### config.mk
export PLATFORM = sky130hd
export DESIGN_NAME = io_ports
export DESIGN_NICKNAME = d
export VERILOG_FILES = /design/src/rtl/io_ports.sv
export SDC_FILE = /design/constraint.sdc
export NUM_CORES = 1
export LEC_CHECK = 0
export BUFFER_PORTS_ARGS = -buffer_cell sky130_fd_sc_hd__buf_2
export CAP_MARGIN = 20
export CORE_ASPECT_RATIO = 1.1
export CORE_MARGIN = 5
export CORE_UTILIZATION = 52
export CTS_CLUSTER_SIZE = 12
export DETAILED_ROUTE_END_ITERATION = 10
export GPL_ROUTABILITY_DRIVEN = 0
export GPL_TIMING_DRIVEN = 0
export PLACE_DENSITY = 0.76
export SLEW_MARGIN = 20
export SYNTH_ARGS = -nofsm -noshare
export SYNTH_HDL_FRONTEND = slang
export SYNTH_SLANG_ARGS = --single-unit
### constraint.sdc
create_clock -name clk -period 2 [get_ports clk]
set_input_delay 0.1 -clock clk [delete_from_list [all_inputs] [get_ports clk]]
set_output_delay 0.1 -clock clk [all_outputs]
set_load 0.03 [all_outputs]
### src/rtl/io_ports.sv
// GPIO block: synchronised and debounced inputs with edge capture, an output register,
// a reload timer and a level interrupt, all behind a one-cycle req/ack register port.
module io_ports #(
    parameter int unsigned       N_IN          = 7,
    parameter int unsigned       N_OUT         = 3,
    parameter int unsigned       DEBOUNCE_BITS = 4,
    parameter int unsigned       TIMER_WIDTH   = 24,
    parameter logic [N_OUT-1:0]  OUT_RESET     = '1
) (
    input  logic                 clk,
    input  logic                 reset,
    input  logic                 req,
    input  logic                 we,
    input  logic [3:0]           be,
    input  logic [2:0]           addr,
    input  logic [31:0]          wdata,
    output logic [31:0]          rdata,
    output logic                 ack,
    input  logic [N_IN-1:0]      in_pins,
    output logic [N_OUT-1:0]     out_q,
    output logic                 irq
);

    localparam logic [2:0] A_OUT    = 3'd0;
    localparam logic [2:0] A_IN     = 3'd1;
    localparam logic [2:0] A_EDGE   = 3'd2;
    localparam logic [2:0] A_IE     = 3'd3;
    localparam logic [2:0] A_POL    = 3'd4;
    localparam logic [2:0] A_RELOAD = 3'd5;
    localparam logic [2:0] A_CTRL   = 3'd6;
    localparam logic [2:0] A_COUNT  = 3'd7;

    localparam int unsigned IE_W = N_IN + 1;
    localparam logic [DEBOUNCE_BITS-1:0] DB_MAX = '1;
    localparam logic [DEBOUNCE_BITS-1:0] DB_ONE = DEBOUNCE_BITS'(1);
    localparam logic [TIMER_WIDTH-1:0]   TM_ONE = TIMER_WIDTH'(1);

    logic [N_IN-1:0]                     sync1_q, sync2_q;
    logic [N_IN-1:0]                     db_q, db_d;
    logic [N_IN-1:0][DEBOUNCE_BITS-1:0]  db_cnt_q, db_cnt_d;
    logic [N_IN-1:0]                     edge_q, edge_d, edge_set;
    logic [N_IN-1:0]                     pol_q, pol_d;
    logic [IE_W-1:0]                     ie_q, ie_d;
    logic [N_OUT-1:0]                    out_d;
    logic [TIMER_WIDTH-1:0]              reload_q, reload_d;
    logic [TIMER_WIDTH-1:0]              count_q, count_d;
    logic                                run_q, run_d;
    logic                                flag_q, flag_d, flag_set, flag_clr;
    logic                                ack_d, irq_d;
    logic [31:0]                         rdata_d, rd_val, wmask;
    logic                                wr_en;

    function automatic logic [31:0] merge(input logic [31:0] old_v,
                                          input logic [31:0] data_v,
                                          input logic [31:0] mask_v);
        return (old_v & ~mask_v) | (data_v & mask_v);
    endfunction

    assign wmask = {{8{be[3]}}, {8{be[2]}}, {8{be[1]}}, {8{be[0]}}};
    assign wr_en = req & we;

    // The debounced state only flips after DB_MAX+1 consecutive disagreeing samples.
    always_comb begin
        db_d     = db_q;
        db_cnt_d = '0;
        for (int i = 0; i < N_IN; i++) begin
            if (sync2_q[i] != db_q[i]) begin
                if (db_cnt_q[i] == DB_MAX) begin
                    db_d[i] = ~db_q[i];
                end else begin
                    db_cnt_d[i] = db_cnt_q[i] + DB_ONE;
                end
            end
        end
        edge_set = (pol_q & ~db_q & db_d) | (~pol_q & db_q & ~db_d);
    end

    always_comb begin
        rd_val = '0;
        case (addr)
            A_OUT:    rd_val = 32'(out_q);
            A_IN:     rd_val = 32'(db_q);
            A_EDGE:   rd_val = 32'(edge_q);
            A_IE:     rd_val = 32'(ie_q);
            A_POL:    rd_val = 32'(pol_q);
            A_RELOAD: rd_val = 32'(reload_q);
            A_CTRL:   rd_val = {30'd0, flag_q, run_q};
            A_COUNT:  rd_val = 32'(count_q);
            default:  rd_val = '0;
        endcase
    end

    always_comb begin
        out_d    = out_q;
        ie_d     = ie_q;
        pol_d    = pol_q;
        reload_d = reload_q;
        run_d    = run_q;
        flag_clr = 1'b0;
        edge_d   = edge_q | edge_set;
        if (wr_en) begin
            case (addr)
                A_OUT:    out_d    = N_OUT'(merge(32'(out_q), wdata, wmask));
                A_EDGE:   edge_d   = (edge_q & ~N_IN'(wdata & wmask)) | edge_set;
                A_IE:     ie_d     = IE_W'(merge(32'(ie_q), wdata, wmask));
                A_POL:    pol_d    = N_IN'(merge(32'(pol_q), wdata, wmask));
                A_RELOAD: reload_d = TIMER_WIDTH'(merge(32'(reload_q), wdata, wmask));
                A_CTRL: begin
                    if (be[0]) begin
                        run_d    = wdata[0];
                        flag_clr = wdata[1];
                    end
                end
                default: ;
            endcase
        end

        // Starting the timer loads COUNT; a running timer reloads only on reaching 0.
        flag_set = run_q && (count_q == '0);
        if (!run_q && run_d) begin
            count_d = reload_q;
        end else if (run_q) begin
            count_d = flag_set ? reload_q : count_q - TM_ONE;
        end else begin
            count_d = count_q;
        end
        flag_d = (flag_q & ~flag_clr) | flag_set;

        irq_d   = (|(edge_q & ie_q[N_IN-1:0])) | (flag_q & ie_q[N_IN]);
        ack_d   = req;
        rdata_d = req ? rd_val : '0;
    end

    always_ff @(posedge clk) begin
        if (reset) begin
            out_q    <= OUT_RESET;
            sync1_q  <= '0;
            sync2_q  <= '0;
            db_q     <= '0;
            db_cnt_q <= '0;
            edge_q   <= '0;
            ie_q     <= '0;
            pol_q    <= '0;
            reload_q <= '0;
            count_q  <= '0;
            run_q    <= 1'b0;
            flag_q   <= 1'b0;
            ack      <= 1'b0;
            rdata    <= '0;
            irq      <= 1'b0;
        end else begin
            out_q    <= out_d;
            sync1_q  <= in_pins;
            sync2_q  <= sync1_q;
            db_q     <= db_d;
            db_cnt_q <= db_cnt_d;
            edge_q   <= edge_d;
            ie_q     <= ie_d;
            pol_q    <= pol_d;
            reload_q <= reload_d;
            count_q  <= count_d;
            run_q    <= run_d;
            flag_q   <= flag_d;
            ack      <= ack_d;
            rdata    <= rdata_d;
            irq      <= irq_d;
        end
    end

endmodule

==> metrics.md <==
| Metric | Value |
|---|---|
| Outcome | `finished, violations left` |
| Failing checks | `setup timing` |
| Inst Count DP | `987` |
| Async SR Flop Fraction | `0` |
| Total gr overflow | `0` |
| HP Start | `wdata[0]` |
| Adder-cell share of the synthesized area | `0.0166` |
| FF-to-FF path depth | `7` |
| Initial antenna violation count | `0` |
| Sw Ratio | `0.246` |
| Worst setup margin | `-254 ps` |
| I/O Buffers | `67` |
| Clock power share | `0.476` |
| Lkg Pwr | `3.77 nW` |
| GRT Total Usage | `0.263` |
| Final setup violation count | `22` |
| Final Max Tran Viols | `0` |
| CP Max Fanout | `5` |
| Post-synth EDFFs | `0` |
| ANT cells | `0` |
| Fin cells | `around 1100` |
| Worst Path Arrival | `2570 ps` |
| Multiplexer share of the synthesized area | `0.0938` |
| Number of global-route vias before repair | `6472` |
| Pwr dens | `784 mW/mm2` |
| Max-cap check violation count | `0` |
| Largest family of logic cells by synthesized area | `simple AND/OR/NAND/NOR gates` |
| Synth Cell Area | `0.00679 mm2` |
| CTS Sinks | `150` |
| Cell row count | `43` |
| Root buf cell | `clkbuf_16` |
| FF-to-FF Start | `count_q[17]` |
| Area share of the largest cell type after synthesis | `0.442` |
| Logic gate share of total power | `0.089` |
| Fin area | `0.00893 mm2` |
| Core ar. | `~0.013 mm2` |
| Hold Path Stages | `3` |
| Worst Setup End Kind | `flop` |
| Worst reg2reg path endpoint | `count_q[3]` |
| Fmax | `444 MHz` |
| CTS tree | `done` |
| Via Count | `6755` |
| Synth Area in Compound Gates | `0.150` |
| Commonest non-fill, non-tap cell in the layout | `dfxtp_1` |
| Crit start category | `flop` |
| DRC viols | `0` |
| Clock slew at reported path FFs | `60 ps` |
| Area leader, netlist | `dfxtp_1` |
| Prevailing post-synth register cell | `dfxtp_1` |
| Initial Utilization | `0.535` |
| Die Height | `around 130 um` |
| Synth Area in XOR/XNOR | `0.0194` |
| Synth-to-layout area growth | `31.5%` |
| Largest net degree at the start of global routing | `17` |
| Net Switching | `1.72 mW` |
| Post-route ant nets | `0` |
| Part of the power in registers | `0.435` |
| Post-Syn Instances | `756` |
| Unique masters post-synth | `65` |
| Share of cells above drive strength 1 | `0.259` |
| Post-DR vias/cell | `6.25` |
| Die area | `0.0154 mm2` |
| Internal power | `5.28 mW` |
| CP required | `2320 ps` |
| Avg WL per Cell | `20.0 um` |
| Num CTS Buffers | `17` |
| Sequential-to-total area share from yosys stat | `0.442` |
| Area after DPL | `0.00735 mm2` |
| Top post-synthesis cells by area | `dfxtp_1 (44%), mux2i_1 (7.2%), nor2_1 (5.3%)` |
| Post-synthesis simple-gate area fraction | `0.235` |
| Avg Inst Size Synth | `approximately 9.0 um2` |
| Initial drt markers | `898` |
| Nets@finish | `971` |
| First-pass GRT wire length | `approximately 32000 um` |
| Most frequent cells in the layout | `dfxtp_1 (135), nor2_1 (94), buf_2 (69)` |
| DRT Wirelength | `21600 um` |
| Clock Latency Late Sink | `430 ps` |
| Synth Register Bits | `150` |
| Max clock buf depth | `2` |
| Hold WC Path Type | `input port to flop` |
| Worst slew pin tran | `~1100 ps` |
| Final Hold Fails | `0` |
| Flop-to-flop setup slack | `-250 ps` |
| Die width | `119 um` |
| Num ports | `87` |
| RSZ-0062 raised after global routing | `true` |
| Worst Skew | `7.35 ps` |
| HPWL Detailed | `13200 um` |
| Drt pass-1 iters | `5` |
| Final period util | `1.13` |
| Max_slew headroom | `0.245` |
| Final Critical Period | `2250 ps` |
| Peak VDD IR | `572 uV` |
| Warnings from Yosys | `0` |
| Crit path kind | `flop to flop` |
| H-tree depth | `4` |
[Yosys cell counts, types with 10 or more instances]
cell and instances:
a31oi_1 10, mux2_2 13, nor2b_1 19, a22oi_1 22
xor2_1 13, dfxtp_1 150, nand2_1 62, mux2i_1 49
a21oi_1 35, clkbuf_1 30, nand3_1 31, buf_4 10
o21ai_0 23, nand2b_1 17, nor2_1 96, inv_1 10
[power groups by stage]
stage	clock, mW	combinational, mW	sequential (mW)
6_report	3.33	0.620	3.04
5_1_grt	3.47	0.649	3.05
4_1_cts	3.33	0.529	3.04
3_5_place_dp	0	0.441	3.11
3_3_place_gp	0	0.434	3.11
2_1_floorplan	0	0.284	3.12
[cell type report]
| type | instances | area, um2 |
|---|---|---|
| Multi-Input combinational cell | 553 | 3800 |
| Tap cell | 157 | 196 |
| Clock inverter | 13 | 171 |
| Fill cell | 906 | 3770 |
| Inverter | 11 | 41.3 |
| Buffer | 45 | 251 |
| Clock buffer | 18 | 439 |
| Timing Repair Buffer | 134 | 983 |
| Sequential cell | 150 | 3040 |
[metal layers]
metal | global-route usage | part of all wire
met4 | 0.130 | 0.047
met1 | 0.323 | 0.37
met2 | 0.439 | 0.47
met5 | 0 | 0
met3 | 0.0585 | 0.11
[critical path, cell delays in order (launching register included)]
cell and delay (ps):
dfxtp_4 360, or4_4 570, nor4_4 350, a21o_1 180, buf_6 140, bufbuf_16 260, a2bb2oi_1 70, o22ai_1 210
[how the worst max path moves through the flow]
stage	end	start	cells past startpoint
6_report	count_q[3]	count_q[17]	7
2_1_floorplan	count_q[17]	count_q[5]	6
3_5_place_dp	flop	addr[0]	6
4_1_cts	count_q[20]	count_q[15]	7
3_3_place_gp	flop	addr[0]	6
5_1_grt	count_q[3]	count_q[17]	7
[repair_timing]
action,in CTS,in global routing
hold buffers,31,0
buffers inserted,16,18
pin swaps,16,21
gates resized for setup,50,52
endpoints found under the hold margin,40,0
gates cloned,2,0
setup endpoints to repair,39,27
[kinds of logic (layout without fill, tap and decap cells)]
kind of cell,after synthesis,count (layout)
AOI/OAI and AO/OA,151,151
other,1,8
adders and majority gates,9,9
xor gates and xnor gates,15,15
muxes,62,62
and+or+nand+nor,308,308
buffers and inverters,60,221
DFF,150,150
[stage by stage]
step	hold WS, ps	worst slack (ps)	utilization	setup TNS (ps)	total power, mW
after global placement	310	-666	0.579	-16700	3.55
after floorplan	225	-42.6	-	-42.6	3.40
after detailed placement	315	-662	0.579	-16320	3.55
final	48.8	-254	0.703	-2610	7.00
after global routing	73.1	-282	0.703	-3710	7.16
after CTS	39.0	-96.5	0.677	-701	6.91
Power figures use the tool's default switching activity.
